File: config.mk
export PLATFORM = sky130hd
export DESIGN_NAME = seq_divider32
export DESIGN_NICKNAME = d
export VERILOG_FILES = /design/src/rtl/seq_divider32_pkg.sv /design/src/rtl/add32.sv /design/src/rtl/negate32.sv /design/src/rtl/seq_divider32.sv
export SDC_FILE = /design/constraint.sdc
export NUM_CORES = 1
export LEC_CHECK = 0
export CAP_MARGIN = 20
export CORE_MARGIN = 1
export CORE_UTILIZATION = 60
export DETAILED_ROUTE_END_ITERATION = 10
export PLACE_DENSITY_LB_ADDON = 0.2
export SYNTH_ARGS = -nofsm -noshare
export SYNTH_HDL_FRONTEND = slang
export SYNTH_SLANG_ARGS = --single-unit
File: constraint.sdc
create_clock -name clk -period 11.5 [get_ports clk]
set_input_delay 1.725 -clock clk [delete_from_list [all_inputs] [get_ports clk]]
set_output_delay 1.725 -clock clk [all_outputs]
set_load 0.01 [all_outputs]
File: src/rtl/seq_divider32_pkg.sv
// -----------------------------------------------------------------------------
// seq_divider32_pkg
//   Shared constants for the sequential integer divider.
//   Holds the controller state encodings (kept as fixed 2-bit codes so that
//   waveforms and any legacy tooling keyed on the numeric values still line
//   up) and the default operand / counter widths.
// -----------------------------------------------------------------------------
package seq_divider32_pkg;

   // Default datapath geometry.
   localparam int unsigned DIV_WIDTH_DEFAULT = 32;
   localparam int unsigned DIV_CNT_W_DEFAULT = 5;

   // Controller state encoding.
   typedef logic [1:0] div_state_t;

   localparam div_state_t DIV_IDLE = 2'd0;
   localparam div_state_t DIV_RUN  = 2'd1;
   localparam div_state_t DIV_FIX  = 2'd2;
   localparam div_state_t DIV_DONE = 2'd3;

endpackage : seq_divider32_pkg

File: src/rtl/add32.sv
// -----------------------------------------------------------------------------
// add32
//   Ripple-style binary adder shared by the vALU datapath.
//   The width is a parameter so the divider can use it one bit wider than the
//   operands for its trial subtraction.
//
// Ports:
//   a, b  : addends (W bits)
//   cin   : carry in
//   sum   : a + b + cin, truncated to W bits
//   cout  : carry out of the most significant bit
// -----------------------------------------------------------------------------
module add32 #(
   parameter int unsigned W = 32
) (
   input  logic [W-1:0] a,
   input  logic [W-1:0] b,
   input  logic         cin,
   output logic [W-1:0] sum,
   output logic         cout
);

   logic [W:0] full;

   assign full        = {1'b0, a} + {1'b0, b} + {{W{1'b0}}, cin};
   assign {cout, sum} = full;

endmodule : add32

File: src/rtl/negate32.sv
// -----------------------------------------------------------------------------
// negate32
//   Two's-complement negation: y = ~x + 1, built on the shared adder.
//   The most-negative value maps onto itself, which the divider relies on
//   when it forms the magnitude of a most-negative dividend.
//
// Ports:
//   x : value to negate (W bits)
//   y : -x (W bits)
// -----------------------------------------------------------------------------
module negate32 #(
   parameter int unsigned W = 32
) (
   input  logic [W-1:0] x,
   output logic [W-1:0] y
);

   logic unused_cout;

   add32 #(
      .W (W)
   ) u_add (
      .a    (~x),
      .b    ('0),
      .cin  (1'b1),
      .sum  (y),
      .cout (unused_cout)
   );

endmodule : negate32

File: src/rtl/seq_divider32.sv
// -----------------------------------------------------------------------------
// seq_divider32
//   Multi-cycle restoring divider for the vALU datapath. One trial
//   subtraction per clock; fixed latency of WIDTH+2 clocks from the accepted
//   start edge to the done pulse, for every operand pair including B = 0.
//
// Ports:
//   clk        : system clock, rising edge
//   reset      : synchronous, active-high
//   start      : launch request, only honoured in IDLE
//   ctlSigned  : 1 = two's-complement divide, 0 = unsigned
//   A, B       : dividend / divisor, captured on the accepted start edge
//   busy       : high from the cycle after an accepted start until done
//   done       : one-cycle pulse, results and flags valid
//   Quotient   : quotient truncated toward zero
//   Remainder  : remainder, sign follows the dividend
//   DivZero    : divisor was zero (Quotient = all ones, Remainder = A)
//   Overflow   : signed most-negative / -1
//
// Results and flags hold until the next accepted start; the flags clear on
// that start, the result words are rewritten when the new result is fixed up.
// -----------------------------------------------------------------------------
module seq_divider32
   import seq_divider32_pkg::*;
#(
   parameter int unsigned WIDTH = DIV_WIDTH_DEFAULT,
   parameter int unsigned CNT_W = DIV_CNT_W_DEFAULT
) (
   input  logic             clk,
   input  logic             reset,
   input  logic             start,
   input  logic             ctlSigned,
   input  logic [WIDTH-1:0] A,
   input  logic [WIDTH-1:0] B,
   output logic             busy,
   output logic             done,
   output logic [WIDTH-1:0] Quotient,
   output logic [WIDTH-1:0] Remainder,
   output logic             DivZero,
   output logic             Overflow
);

   localparam logic [WIDTH-1:0] MOST_NEG  = {1'b1, {(WIDTH-1){1'b0}}};
   localparam logic [CNT_W-1:0] CNT_LOAD  = CNT_W'(WIDTH-1);
   localparam logic [CNT_W-1:0] CNT_ONE   = CNT_W'(1);

   // Controller and datapath state.
   div_state_t       state;
   logic [CNT_W-1:0] cnt;
   logic [WIDTH-1:0] dvd;        // dividend bits shift out, quotient bits shift in
   logic [WIDTH-1:0] dvs;        // divisor magnitude
   logic [WIDTH:0]   rem;        // partial remainder
   logic [WIDTH-1:0] dvd_orig;   // untouched A, returned on divide by zero
   logic             sign_a;
   logic             sign_b;
   logic             zero_div;
   logic             ovf;

   // Negator inputs: in IDLE they form |A| and |B| for the capture; in FIX
   // the same two negators sign-correct the quotient and remainder. No other
   // state uses their outputs, so one pair serves both jobs.
   logic             in_idle;
   logic [WIDTH-1:0] neg_in_a;
   logic [WIDTH-1:0] neg_in_b;
   logic [WIDTH-1:0] neg_out_a;
   logic [WIDTH-1:0] neg_out_b;
   logic [WIDTH-1:0] mag_a;
   logic [WIDTH-1:0] mag_b;

   // Trial subtraction.
   logic [WIDTH:0]   shifted;
   logic [WIDTH:0]   trial;
   logic             trial_ok;

   // Remainder never reaches the divisor, so its top bit only serves as
   // headroom for the shifted value and is never read back.
   logic             unused_rem_msb;

   assign unused_rem_msb = rem[WIDTH];

   assign in_idle  = (state == DIV_IDLE);
   assign neg_in_a = in_idle ? A : dvd;
   assign neg_in_b = in_idle ? B : rem[WIDTH-1:0];

   negate32 #(
      .W (WIDTH)
   ) u_neg_q (
      .x (neg_in_a),
      .y (neg_out_a)
   );

   negate32 #(
      .W (WIDTH)
   ) u_neg_r (
      .x (neg_in_b),
      .y (neg_out_b)
   );

   assign mag_a = (ctlSigned && A[WIDTH-1]) ? neg_out_a : A;
   assign mag_b = (ctlSigned && B[WIDTH-1]) ? neg_out_b : B;

   // R' - divisor as R' + ~divisor + 1; carry out set means no borrow,
   // i.e. the trial result is non-negative.
   assign shifted = {rem[WIDTH-1:0], dvd[WIDTH-1]};

   add32 #(
      .W (WIDTH + 1)
   ) u_trial (
      .a    (shifted),
      .b    (~{1'b0, dvs}),
      .cin  (1'b1),
      .sum  (trial),
      .cout (trial_ok)
   );

   always_ff @(posedge clk) begin
      if (reset) begin
         state     <= DIV_IDLE;
         cnt       <= '0;
         dvd       <= '0;
         dvs       <= '0;
         rem       <= '0;
         dvd_orig  <= '0;
         sign_a    <= 1'b0;
         sign_b    <= 1'b0;
         zero_div  <= 1'b0;
         ovf       <= 1'b0;
         busy      <= 1'b0;
         done      <= 1'b0;
         Quotient  <= '0;
         Remainder <= '0;
         DivZero   <= 1'b0;
         Overflow  <= 1'b0;
      end else begin
         done <= 1'b0;
         case (state)
            DIV_IDLE: begin
               if (start) begin
                  dvd      <= mag_a;
                  dvs      <= mag_b;
                  rem      <= '0;
                  cnt      <= CNT_LOAD;
                  dvd_orig <= A;
                  sign_a   <= ctlSigned & A[WIDTH-1];
                  sign_b   <= ctlSigned & B[WIDTH-1];
                  zero_div <= (B == '0);
                  ovf      <= ctlSigned && (A == MOST_NEG) && (B == '1);
                  DivZero  <= 1'b0;
                  Overflow <= 1'b0;
                  busy     <= 1'b1;
                  state    <= DIV_RUN;
               end
            end

            DIV_RUN: begin
               rem <= trial_ok ? trial : shifted;
               dvd <= {dvd[WIDTH-2:0], trial_ok};
               if (cnt == '0) begin
                  state <= DIV_FIX;
               end else begin
                  cnt <= cnt - CNT_ONE;
               end
            end

            DIV_FIX: begin
               if (zero_div) begin
                  Quotient  <= '1;
                  Remainder <= dvd_orig;
               end else begin
                  Quotient  <= (sign_a ^ sign_b) ? neg_out_a : dvd;
                  Remainder <= sign_a ? neg_out_b : rem[WIDTH-1:0];
               end
               DivZero  <= zero_div;
               Overflow <= ovf;
               state    <= DIV_DONE;
            end

            DIV_DONE: begin
               done  <= 1'b1;
               busy  <= 1'b0;
               state <= DIV_IDLE;
            end

            default: begin
               state <= DIV_IDLE;
            end
         endcase
      end
   end

endmodule : seq_divider32

# After elaboration in Yosys (flattened, before gate mapping)
# Cells that the tools add are included.
# word_totals
regBits,207
elab_cells,76
# classes
add_sub_neg,5
eq_ne,8
muxes,25
n_bitwise,6
reduce_logical,16
# op_table
operator,n
32-bit two-way mux,11
32-bit one-hot mux with 2 select lines,2
"32-bit by 1-bit adder with 32-bit output, second input constant",2
"32-bit equality test, second input constant",2
32-bit inverter,2
33-bit by 33-bit adder with 34-bit output,1
"34-bit by 1-bit adder with 34-bit output, second input constant",1
32-bit inverter with 33-bit output,1
32-bit logical NOT,1
5-bit two-way mux,2
5-bit one-hot mux with 2 select lines,1
2-bit AND reduction,5
2-bit one-hot mux with 4 select lines,1
"2-bit inequality test, second input constant",3
1-bit one-hot mux with 2 select lines,3
2-bit nonzero test,3
5-bit logical NOT,1
"5-bit by 1-bit subtractor with 5-bit output, second input constant",1
"2-bit equality test, second input constant",2
1-bit logical AND,4
2-bit two-way mux,2
1-bit two-way mux,3
3-bit AND reduction,1
1-bit AND,2
3 further kinds,3

# Logic depth before layout (Yosys ltp)
# logic_depth
ltp_word,7
depth_mapped,24
mapped_depth_nobuf,13

# Cells and area by module
# A second synthesis with hierarchy kept.
# unflattened
cells_unflattened,2079
area_unflattened_um2,16530.9
# modules_own_cells
mod,instances,cells_each,area_per_inst_um2,seq_area_each_um2
seq_divider32,1,1223,10606.4,4144.0
add32 at u_neg_q.u_add ...,2,259,1854.3,0.0
add32 at u_trial,1,270,1960.6,0.0
negate32,2,34,127.6,0.0

# Worst setup path before layout
# Ideal clock, no wire load.
# synth_path
path_kind,reg2reg
from,reg state[0]
to,reg dvd[26]
arrival_ns,4.595
required_ns,11.409
setup_slack_ns,6.814
path_stages_with_launch,25
path_buffers,12
synth_period_minus_slack_ns,4.686
cell_sequence,dfxtp_1 -> inv_1 -> ha_1 -> buf_6 -> buf_6 -> buf_6 -> buf_4 -> buf_2 -> buf_4 -> buf_4 -> buf_2 -> buf_2 -> buf_2 -> mux2i_1 -> ha_1 -> clkbuf_1 -> o211ai_1 -> nor4_4 -> nand3_2 -> or3_1 -> buf_2 -> nor2_2 -> o21a_1 -> o221ai_1 -> a311oi_1
# synth_between
elab_chain_cells,7
# synth_rtl
element,line_no,text
start: declaration,seq_divider32.sv:48,div_state_t state;
start signal: assignment,seq_divider32.sv:118,state <= DIV_IDLE;
start signal: assignment,seq_divider32.sv:151,state <= DIV_RUN;
start signal: assignment,seq_divider32.sv:159,state <= DIV_FIX;
2-bit logical NOT,"seq_divider32.sv:81, seq_divider32.sv:136",
32-bit two-way mux,seq_divider32.sv:82,assign neg_in_a = in_idle ? A : dvd;
32-bit inverter,negate32.sv:23,".a (~x),"
32-bit by 1-bit adder with 32-bit output,add32.sv:25,"assign full = {1'b0, a} + {1'b0, b} + {{W{1'b0}}, cin};"
32-bit two-way mux,seq_divider32.sv:99,assign mag_a = (ctlSigned && A[WIDTH-1]) ? neg_out_a : A;
32-bit two-way mux,seq_divider32.sv:138,if (start) begin
32-bit one-hot mux with 2 select lines,seq_divider32.sv:136,case (state)
end signal: assignment,seq_divider32.sv:139,dvd <= mag_a;
end signal: assignment,seq_divider32.sv:157,"dvd <= {dvd[WIDTH-2:0], trial_ok};"
end: declaration,seq_divider32.sv:50,logic [WIDTH-1:0] dvd;
# Parallel ways exist; a longest one is shown, timed or not. The select of a mux whose other input is x is not followed.
# A chain may end at the register's enable or synchronous reset.

# Worst setup path in the final report
# layout_path
from,in A[3]
to,reg dvd[27]
# layout_between
elab_chain_cells,6
# layout_rtl
element,line_no,text
start: declaration,seq_divider32.sv:33,"input logic [WIDTH-1:0] A,"
32-bit two-way mux,seq_divider32.sv:82,
32-bit inverter,negate32.sv:23,
32-bit by 1-bit adder with 32-bit output,add32.sv:25,
32-bit two-way mux,seq_divider32.sv:99,
32-bit two-way mux,seq_divider32.sv:138,
32-bit one-hot mux with 2 select lines,seq_divider32.sv:136,
# Every way passes these cells. The select of a mux whose other input is x is not followed.

==> impl_metrics.json <==
{
  "clock_latency_ns": 0.54,
  "fillers": 2032,
  "post_cts_buffers": 0,
  "grt_usage_pct": 41.3,
  "finalCritPeriodShare_pct": 41.9,
  "cts_sinks": 207,
  "vias": 15501,
  "design_area_mm2": 0.0166,
  "ant_nets": 0,
  "htreeDepth": 1,
  "clk_path_buf_depth": 3,
  "antenna_found_initial": 1,
  "critPathKind": "in -> reg",
  "cts-resized-gates": 0,
  "drive_above_1_share_pct": 6.06,
  "initial_core_util_pct": 61.3,
  "core_mm2": 0.0235,
  "wl_per_cell_um": 21.9,
  "ctsHoldBuffers": 0,
  "fmax_mhz": 208,
  "cts_buffers": 25,
  "ys_warn_count": 0,
  "syn_area_mm2": 0.0144,
  "wirelength_um": 51100,
  "maxSlewViolCount": 0,
  "cp_max_fo": 11,
  "relSlewSlack_pct": 34.5,
  "clk_pin_slew_worst_paths_ns": 0.06,
  "cts_root_buf": "clkbuf_16",
  "grt_pass1_vias": 14172,
  "crit_required_ns": 11.94,
  "syn_to_final_growth_pct": 15.1,
  "syn_avg_cell_area_um2": 7.32,
  "max_stage_delay_ns": 0.61,
  "timing.final.ws_setup_ns": 6.68,
  "endpoint_kind": "flip-flop",
  "diodes": 0,
  "place_area_mm2": 0.0157,
  "synth_edf_count": 0,
  "drt-initial-drc-count": 1835,
  "cp-start-kind": "primary input",
  "synth.top_cell.area_share_pct": 28.8,
  "fp.dieArea_mm2": 0.0246,
  "port-buffer-count": 135,
  "grt_start_max_net_pins": 93,
  "drc": 0,
  "worst_clock_skew_ns": 0.0128,
  "overflow": 0,
  "ys_seq_elements": 207,
  "synthTopCellsByArea": "dfxtp_1 (29%), nor2_1 (7.1%), a21oi_1 (6.8%), nand2_1 (5.9%), a211oi_1 (4.9%)",
  "synth_nets": 2074,
  "p_per_area_mw_per_mm2": 262,
  "worst_pin_slew_ns": 0.981,
  "layout_commonest_cell": "nor2_1",
  "yosys_most_used_dff": "dfxtp_1",
  "dp_slack_ns": 6.27,
  "finalSetupTns_ns": 0,
  "finalSetupViolCount": 0,
  "dieWidth_um": 157,
  "cts_tree": "built",
  "synth_top_area_cell": "dfxtp_1",
  "synth-seq-area-share_pct": 28.8,
  "fin_nets": 2107,
  "drv_cap": 0,
  "arrival_ns": 5.26,
  "crit_chain": "clkdlybuf4s50_1 > nor3b_1 > o22ai_1 > nor4_4 > nand3_1 > nor4b_2 > o21a_1 > o221ai_1 > a311oi_1",
  "design.portCount": 136,
  "dpl.hpwl_um": 35600,
  "hold_viol": 0,
  "rsz0062_at_grt": "false",
  "mostFrequentLayoutCells": "nor2_1 (270), nand2_1 (225), dfxtp_1 (205)",
  "crit_slowest_cell": "nor4b_2",
  "status": "complete, no violations",
  "synth_cell_types": 86,
  "die-height_um": 157,
  "min_period_ns": 4.82,
  "routabilityCongestion": 0.987,
  "firstDrtPassIters": 5,
  "peakVddDrop_uv": 160,
  "hp-class": "reg -> reg",
  "rows": 56,
  "p_leak_uw": 0.00591,
  "via_per_inst": 6.65,
  "synthCells": 1964,
  "grt_first_pass_wirelength_um": 78900,
  "async_flop_share_pct": 0
}
==> registers in the layout (all words and copies together) (netlist names), 2 cells and up <==
signal	flops
Remainder	32
dvd_orig	32
Quotient	32
dvs	32
cnt	5
state	2
rem	32
dvd	32
==> routing by layer <==
layer | up-vias | wire length [um] | track usage [%]
li1 | 7179 | - | -
met1 | 7257 | 20400 | 53.2
met2 | 875 | 22300 | 64.0
met3 | 188 | 5020 | 6.29
met4 | 2 | 3330 | 26.8
met5 | - | 11 | 0
==> metrics by stage <==
step           std cells  total power [uW]  util (%)  hold slack (ns)
6_report            2332              4330      70.5            0.453
5_1_grt             2332              4590      70.5            0.468
4_1_cts             2332              4280      70.5            0.453
3_5_place_dp        2289              3470      67.0            0.445
3_3_place_gp        2289              3410      67.0            0.439
2_1_floorplan       1964              2780         -            0.432
==> cells by family (layout without fill, tap and decap cells) <==
kind of cell	after synthesis	count (layout)	share of synthesized area, %
DFF	207	207	28.8
adders and majority gates	42	42	3.71
buffers and inverters	206	255	5.86
AOI/OAI and AO/OA	625	625	27.8
muxes	79	79	5.76
and+or+nand+nor	726	726	23.3
xor gates and xnor gates	79	79	4.81
==> report_power, final <==
group          internal [uW]  total, uW  switching, uW
sequential               926       1130            201
clock                    473        800            327
combinational            914       2400           1490
total                   2310       4330           2020
==> synth_stat cells, types with 16 or more instances <==
cell,n
o22ai_1,18
nand3_1,20
a211oi_1,93
nand4_1,16
dfxtp_1,207
inv_1,55
a311oi_1,25
nor3_1,82
a21o_1,19
nor2_1,273
o21ai_0,133
or3_1,22
ha_1,41
clkbuf_1,115
xor2_1,36
xnor2_1,43
buf_2,18
mux2i_1,64
nand2_1,226
o211ai_1,20
a21oi_1,195
==> area by class of cell <==
class                   instances  area [um^2]  share of cell area, %
clock buffers                  32          702                   4.24
clock inverters                11          118                  0.711
inverters                      57          214                   1.29
multi-input cells            1551         9470                   57.2
flip-flops and latches        207         4150                   25.1
well taps                     319          399                   2.41
repair buffers                155         1500                   9.08
==> critical path: cells and delay by family <==
family	cells	cell delay (ns)
compound gates	4	0.95
buf+inv	1	0.58
simple gates	4	2.00
==> path summary, 6_finish.rpt <==
| check | startpoint | slack, ns | cells after the start | to |
|---|---|---|---|---|
| worst min register to register | dvd_orig[10]$_SDFFE_PP0P_ | 0.45 | 2 | dvd_orig[10]$_SDFFE_PP0P_ |
| worst min-delay path | dvd_orig[10]$_SDFFE_PP0P_ | 0.45 | 2 | dvd_orig[10]$_SDFFE_PP0P_ |
| worst max-delay path | A[3] | 6.68 | 9 | dvd[27]$_SDFFE_PP0P_ |
| worst max register to register | state[0]$_SDFFE_PP0P_ | 6.74 | 13 | Remainder[30]$_SDFFE_PP0P_ |
Power figures use the tool's default switching activity.
